**config.mk**
```make
export PLATFORM = sky130hd
export DESIGN_NAME = mux_rr_mem
export DESIGN_NICKNAME = d
export VERILOG_FILES = /design/src/rtl/mux_rr_mem.sv
export SDC_FILE = /design/constraint.sdc
export NUM_CORES = 1
export LEC_CHECK = 0
export BUFFER_PORTS_ARGS = -buffer_cell sky130_fd_sc_hd__clkbuf_2
export CORE_UTILIZATION = 45
export DETAILED_ROUTE_END_ITERATION = 8
export PLACE_DENSITY = 0.71
export SYNTH_ARGS = -nofsm -noshare
export SYNTH_HDL_FRONTEND = slang
export SYNTH_SLANG_ARGS = --single-unit
```
**constraint.sdc**
```tcl
create_clock -name clk -period 5 [get_ports clk]
set_input_delay 1.25 -clock clk [delete_from_list [all_inputs] [get_ports clk]]
set_output_delay 1.25 -clock clk [all_outputs]
set_load 0.005 [all_outputs]
```
**src/rtl/mux_rr_mem.sv**
```systemverilog
// N-channel registered multiplexer with fixed-index or round-robin channel selection.
// Latency: 1 cycle. A word accepted at edge k is on data_out after edge k, at full throughput.
// Backpressure: while valid_out=1 and ready=0 the output holds and in_ready stays all-zero.
//
// Ports:
//   clk, reset_L         rising-edge clock, asynchronous active-low reset
//   mode, selector       0 = fixed channel `selector`, 1 = round-robin among valid channels
//   valid_in, data_in    per-channel valid and packed data (channel i at [i*WIDTH +: WIDTH])
//   in_ready             one-hot combinational accept strobe toward the producers
//   ready                downstream ready for data_out
//   data_out, valid_out, chan_out   registered word, its valid and its source channel
module mux_rr_mem #(
  parameter int WIDTH    = 2,
  parameter int CHANNELS = 4,
  localparam int SEL_W   = $clog2(CHANNELS)
) (
  input  logic                      clk,
  input  logic                      reset_L,
  input  logic                      mode,
  input  logic [SEL_W-1:0]          selector,
  input  logic [CHANNELS-1:0]       valid_in,
  input  logic [CHANNELS*WIDTH-1:0] data_in,
  output logic [CHANNELS-1:0]       in_ready,
  input  logic                      ready,
  output logic [WIDTH-1:0]          data_out,
  output logic                      valid_out,
  output logic [SEL_W-1:0]          chan_out
);

  // Channel count and last index at the widths they are compared against.
  localparam logic [SEL_W:0]   CH_EXT  = (SEL_W+1)'(CHANNELS);
  localparam logic [SEL_W-1:0] LAST_CH = SEL_W'(CHANNELS-1);

  logic [WIDTH-1:0]    r_dat;
  logic                r_vld;
  logic [SEL_W-1:0]    r_chan;
  logic [SEL_W-1:0]    r_rr_ptr;

  logic                w_load_en;
  logic                w_grant_vld;
  logic [SEL_W-1:0]    w_grant;
  logic [SEL_W:0]      w_scan;
  logic [WIDTH-1:0]    w_dat;
  logic [CHANNELS-1:0] w_in_rdy;
  logic [SEL_W-1:0]    w_rr_next;

  // The output register can take a word when it is empty or being drained this edge.
  assign w_load_en = !r_vld || ready;

  // Grant selection. In round-robin mode the scan starts at r_rr_ptr; one extra bit on
  // the scan index lets the wrap work for non-power-of-2 channel counts (rr_ptr is
  // always below CHANNELS, so a single subtraction brings it back into range).
  always_comb begin
    w_grant_vld = 1'b0;
    w_grant     = '0;
    w_scan      = '0;
    if (!mode) begin
      // A selector at or beyond CHANNELS matches no loop index, so nothing is granted.
      for (int i = 0; i < CHANNELS; i++) begin
        if (selector == SEL_W'(i) && valid_in[i]) begin
          w_grant_vld = 1'b1;
          w_grant     = SEL_W'(i);
        end
      end
    end else begin
      for (int i = 0; i < CHANNELS; i++) begin
        w_scan = {1'b0, r_rr_ptr} + (SEL_W+1)'(i);
        if (w_scan >= CH_EXT) begin
          w_scan = w_scan - CH_EXT;
        end
        if (!w_grant_vld && valid_in[w_scan[SEL_W-1:0]]) begin
          w_grant_vld = 1'b1;
          w_grant     = w_scan[SEL_W-1:0];
        end
      end
    end
  end

  // Data of the granted channel.
  always_comb begin
    w_dat = '0;
    for (int i = 0; i < CHANNELS; i++) begin
      if (w_grant == SEL_W'(i)) begin
        w_dat = data_in[i*WIDTH +: WIDTH];
      end
    end
  end

  // One-hot accept strobe. Held low during reset so no producer sees a handshake
  // that the output register would then drop.
  always_comb begin
    w_in_rdy = '0;
    for (int i = 0; i < CHANNELS; i++) begin
      w_in_rdy[i] = reset_L && w_load_en && w_grant_vld && (w_grant == SEL_W'(i));
    end
  end

  assign w_rr_next = (w_grant == LAST_CH) ? '0 : w_grant + SEL_W'(1);

  always_ff @(posedge clk or negedge reset_L) begin
    if (!reset_L) begin
      r_dat    <= '0;
      r_vld    <= 1'b0;
      r_chan   <= '0;
      r_rr_ptr <= '0;
    end else if (w_load_en) begin
      if (w_grant_vld) begin
        r_dat  <= w_dat;
        r_chan <= w_grant;
        r_vld  <= 1'b1;
        if (mode) begin
          r_rr_ptr <= w_rr_next;
        end
      end else begin
        r_vld <= 1'b0;
      end
    end
  end

  assign in_ready  = w_in_rdy;
  assign data_out  = r_dat;
  assign valid_out = r_vld;
  assign chan_out  = r_chan;

endmodule
```
Word-level counts from Yosys, hierarchy flattened
Index checks and enable logic that the tools add are counted.
{ "totals": {"input_bits": 18, "elab_cells": 90, "output_inout_bits": 9, "regBits": 7} }
{ "op_classes": {"n_reduce_logical": 22, "n_addsub": 8, "n_eq_ne": 6, "muxes": 42, "magnitude_cmp": 8} }
{ "ops": {"columns": ["operator", "n"], "rows": [
  ["$mux 2", 20],
  ["$mux 1", 18],
  ["$logic_and 1x1->1", 13],
  ["$lt 2x3->1 const B", 4],
  ["$ge 3x3->1 const B", 3],
  ["$bmux 1 s2", 4],
  ["$eq 2x2->1 const B", 4],
  ["$sub 2x1->2 const B", 4],
  ["$add 2x2->3 const B", 2],
  ["$eq 2x1->1 const B", 2],
  ["$logic_not 1->1", 4],
  ["$logic_not 2->1", 2],
  ["$add 2x1->3 const B", 1],
  ["$ge 2x3->1 const B", 1],
  ["$reduce_and 3->1", 1],
  ["$add 2x1->2 const B", 1],
  ["$reduce_and 2->1", 1],
  ["$logic_or 1x1->1", 1]
]} }

Depth between registers and ports, before layout
{ "depth": {"depth_word": 24, "ltp_mapped": 12, "ltp_nobuf": 11} }

Worst setup path before layout
Ideal clock, no wire load.
{ "synth_timing": {"path_type": "input to output", "start": "input port valid_in[1]", "end": "output port in_ready[1]", "required_ns": 3.750, "path_buffers": 0, "t_arrival_ns": 2.368, "path_stages": 7, "setup_slack_ns": 1.382, "cell_sequence": "and4bb_2 > o21ai_1 > o21ai_0 > a31oi_1 > inv_1 > ha_1 > and3_1"} }
{ "synth_between": {"elab_chain_len": 18, "elab_cells_between_ends": 37, "classes_between": "eq/ne: 1; mux: 27; reduce/logical: 9"} }
{ "synth_lines": {"columns": ["item", "line_no", "rtl"], "rows": [
  ["start: declaration", "21", "input logic [CHANNELS-1:0] valid_in,"],
  ["$bmux 1 s2", "71", "if (!w_grant_vld && valid_in[w_scan[SEL_W-1:0]]) begin"],
  ["$mux 1 (not written as such)", "71", null],
  ["$mux 1", "71", null],
  ["$mux 1", "57", "if (!mode) begin"],
  ["$logic_not 1->1", "71", null],
  ["$logic_and 1x1->1", "71", null],
  ["$mux 1", "71", null],
  ["$mux 1", "57", null],
  ["[... 3 more ...]", null, null],
  ["$mux 1", "57", null],
  ["$logic_not 1->1", "71", null],
  ["$logic_and 1x1->1", "71", null],
  ["$mux 2 (*)", "71", null],
  ["$mux 2 (*)", "57", null],
  ["via w_grant[1]", "41", "logic [SEL_W-1:0] w_grant;"],
  ["$eq 2x1->1 (*)", "94", "w_in_rdy[i] = reset_L && w_load_en && w_grant_vld && (w_grant == SEL_W'(i));"],
  ["$logic_and 1x1->1 (*)", "94", null],
  ["end: declaration", "23", "output logic [CHANNELS-1:0] in_ready,"]
]} }
Mark *: on every way through the listed nets, which the timed path passes. The rest lies on a longest branch. The select of a mux whose other input is x is not followed.

Final worst setup path
{ "layout_timing": {"start": "input port valid_in[3]", "end": "output port in_ready[2]"} }
{ "layout_between": {"elab_chain_len": 18, "elab_cells_between_ends": 33, "classes_between": "eq/ne: 1; mux: 23; reduce/logical: 9"} }
{ "layout_lines": {"columns": ["item", "line_no"], "rows": [
  ["$bmux 1 s2", "71"],
  ["$mux 1 (not written as such)", "71"],
  ["$mux 1", "71"],
  ["$mux 1", "57"],
  ["$logic_not 1->1", "71"],
  ["$logic_and 1x1->1", "71"],
  ["$mux 1", "71"],
  ["$mux 1", "57"],
  ["[... 3 more ...]", null],
  ["$mux 1", "57"],
  ["$logic_not 1->1", "71"],
  ["$logic_and 1x1->1", "71"],
  ["$mux 2", "71"],
  ["$mux 2 (*)", "57"],
  ["via w_grant[0]", "41"],
  ["$eq 2x2->1 (*)", "94"],
  ["$logic_and 1x1->1 (*)", "94"]
]} }
Marks and branches as above.

==> out/summary.txt <==
area grow syn2layout: 25.7%
period utilisation layout: 82.2%
drt wl/cell: 12.1 um
DRT Wirelength: 1400 um
core footprint: 1330 sq um
PD cells: 358 nW/um^2
IO Port Bufs: 26
# rows: 13
post-DP HPWL: 1050 um
Lkg Pwr: 0.428 nW
antenna violations before repair: 0
CTS tree: built
CTS Buf Count: 3
iteration-0 DRC count of the detailed router: 7
Worst Max-Slew Pin Slew: 0.614 ns
Synth Net Count: 94
maximum number of pins on one net before global-route repair: 12
critical path startpoint: valid_in[3]
min-delay src: data_out[0]
io pins: 27
layout cells sized above 1: 39.6%
status: finished clean
Worst setup SP type: primary input
Min Clock Period, post-route: 4.11 ns
Setup TNS: 0 ns
largest family of logic cells by synthesized area: simple AND/OR/NAND/NOR gates
first-pass GRT wire length: 1920 um
clock skew: 0.00236 ns
initial core utilization: 50.1%
GRT Overall Usage: 18.1%
Yosys cell types: 31
clock-pin slew on the worst setup and hold paths: 0.05 ns
Slew Viols, Final: 0
critical path data arrival time: 2.86 ns
setup ws final: 0.888 ns
Final Util: 62.9%
final setup fails: 0
final hold viol count: 0
Antenna diodes: 0
Ys Warns: 0
Die Wd: 40.5 um
Synth area leader: dfrtp_1
Post-DRT Antenna Nets: 0
Critical Path Fanout Max: 7
router iterations before antenna repair: 4
Sink Count: 7
hold_buf cts: 0
Synth Area in Compound Gates: 20.6%
CTS Root Cell: clkbuf_4
synth top area cells: dfrtp_1 26%, mux2_4 9.0%, ha_1 7.5%
dpl ws: 0.869 ns
simple-gate area share of the yosys netlist: 27.5%
Synth Instances: 72
RD Place Congestion: 0.724
largest vdd supply drop: 274 uV
mux contribution to synthesized area: 15.4%
Worst Setup End Kind: output port
RSZ-0062 raised after global routing: no
Crit Path Class: in -> out
max cap viols: 0
Critical Path RT: 3.75 ns
gr ovfl total: 0
Post-Syn Area per Cell: 9.28 sq um
post-cts sizing count: 0
Slew headroom: 58.9%
vias: 615
Post-Synth Adder-Cell Area: 7.49%
Yosys reg bits: 7
H-Tree Level Count: 1
Netlist Area Pre-Place: 668 sq um
DRC errors left: 0
worst min path class: reg -> reg
vias in the first global route: 449
Seq/Total Area, Yosys: 26.2%
fin nets: 124
xor/xnor share of the synthesized area: 0%
Clock Latency Late Sink: 0.25 ns
DIE HEIGHT: 40.5 um
Vias/cell: 5.30
Worst R2R Start: r_rr_ptr[1]
Die Area: 1640 sq um
Max Freq: 243 MHz
area share of the largest cell type after synthesis: 26.2%
maximum clock insertion buffer count: 2
Setup Buffers After CTS: 0
## worst max-delay path, cell delays in order
cell      delay [ns]
clkbuf_2        0.14
o41ai_2         0.54
o32ai_1         0.28
inv_1           0.14
ha_1            0.23
and3_1          0.17
clkbuf_2        0.11
## kinds of logic (layout without fill, tap and decap cells)
logic type	count (synthesis)	in the layout
flops	7	7
mux	8	8
fa+ha+maj	4	4
simple gates	28	28
buf+inv	5	34
compound gates	20	20
## cells in the mapped netlist
| cell | number |
|---|---|
| mux2_2 | 2 |
| and2b_1 | 1 |
| nor2_1 | 2 |
| a31oi_1 | 2 |
| o21a_1 | 1 |
| and3_1 | 5 |
| and4bb_2 | 1 |
| inv_1 | 3 |
| a211oi_1 | 1 |
| nor4bb_1 | 1 |
| nor3_1 | 1 |
| nand2b_1 | 3 |
| nand2_1 | 6 |
| o21ai_1 | 1 |
| clkbuf_1 | 1 |
| mux2_4 | 4 |
| o41ai_2 | 1 |
| and2_1 | 1 |
| nor3b_1 | 2 |
| o21ai_0 | 5 |
| ha_1 | 4 |
| nand3b_1 | 2 |
| mux2i_1 | 2 |
| inv_2 | 1 |
| dfrtp_1 | 7 |
| o31a_4 | 1 |
| a21oi_1 | 6 |
| o32ai_1 | 1 |
| nor2_8 | 1 |
| nor2b_1 | 2 |
| a22oi_1 | 1 |
## cell type report
type                    instances  area [sq um]
clock buffers                   4          26.3
fillers                       108           494
inverters                       4          15.0
multi-input cells              60           474
flip-flops and latches          7           175
well taps                      15          18.8
repair buffers                 26           130
## routing by layer
| metal | vias to the layer above | routed length, um | track usage [%] |
|---|---|---|---|
| met5 | - | 0 | 0 |
| met4 | 0 | 8 | 10.0 |
| met3 | 2 | 48 | 1.67 |
| met2 | 15 | 621 | 26.6 |
| met1 | 276 | 720 | 25.6 |
| li1 | 322 | - | - |
## path summary, 6_finish.rpt
| check | endpoint | slack, ns | depth (start not counted) |
|---|---|---|---|
| worst max-delay path | in_ready[2] | 0.89 | 7 |
| worst min-delay path | data_out[0] | 0.51 | 1 |
| worst max register to register | data_out[1] | 2.63 | 11 |
| worst min register to register | data_out[0] | 0.51 | 1 |
| max in group asynchronous | chan_out[1] | 3.97 | 1 |
| min in group asynchronous | r_rr_ptr[1] | 0.84 | 1 |
## cells in the final DEF (no fill, tap or decap), drive strengths merged
master  Yosys  routed
o41ai       1       1
o32ai       1       1
dfrtp       7       7
mux2        6       6
ha          4       4
nor2        3       3
a31oi       2       2
inv         4       4
and2b       1       1
nand2       6       6
nor3b       2       2
nor2b       2       2
nand3b      2       2
a21oi       6       6
a211oi      1       1
o21a        1       1
and4bb      1       1
clkbuf      1      30
nor3        1       1
a22oi       1       1
and2        1       1
nand2b      3       3
o31a        1       1
o21ai       6       6
nor4bb      1       1
mux2i       2       2
and3        5       5
## through the flow
step | cells | total power, mW | area [sq um] | hold slack, ns
3_5_place_dp | 112 | 0.249 | 813 | 0.498
2_1_floorplan | 72 | 0.203 | 668 | 0.507
6_report | 116 | 0.301 | 840 | 0.511
4_1_cts | 116 | 0.303 | 840 | 0.514
5_1_grt | 116 | 0.324 | 840 | 0.527
3_3_place_gp | 112 | 0.246 | 813 | 0.495
## sequential cells by signal, indices dropped and copies added (netlist names)
name / cells
valid_out: 1
r_rr_ptr: 2
data_out: 2
chan_out: 2
## report_power, final
part           internal, mW  switching (mW)  leakage [nW]
Sequential           0.0799          0.0257        0.0834
Combinational        0.0805          0.0627         0.329
Clock                0.0305          0.0212        0.0150
Total                 0.191           0.110         0.428
(Power assumes the default switching activity.)
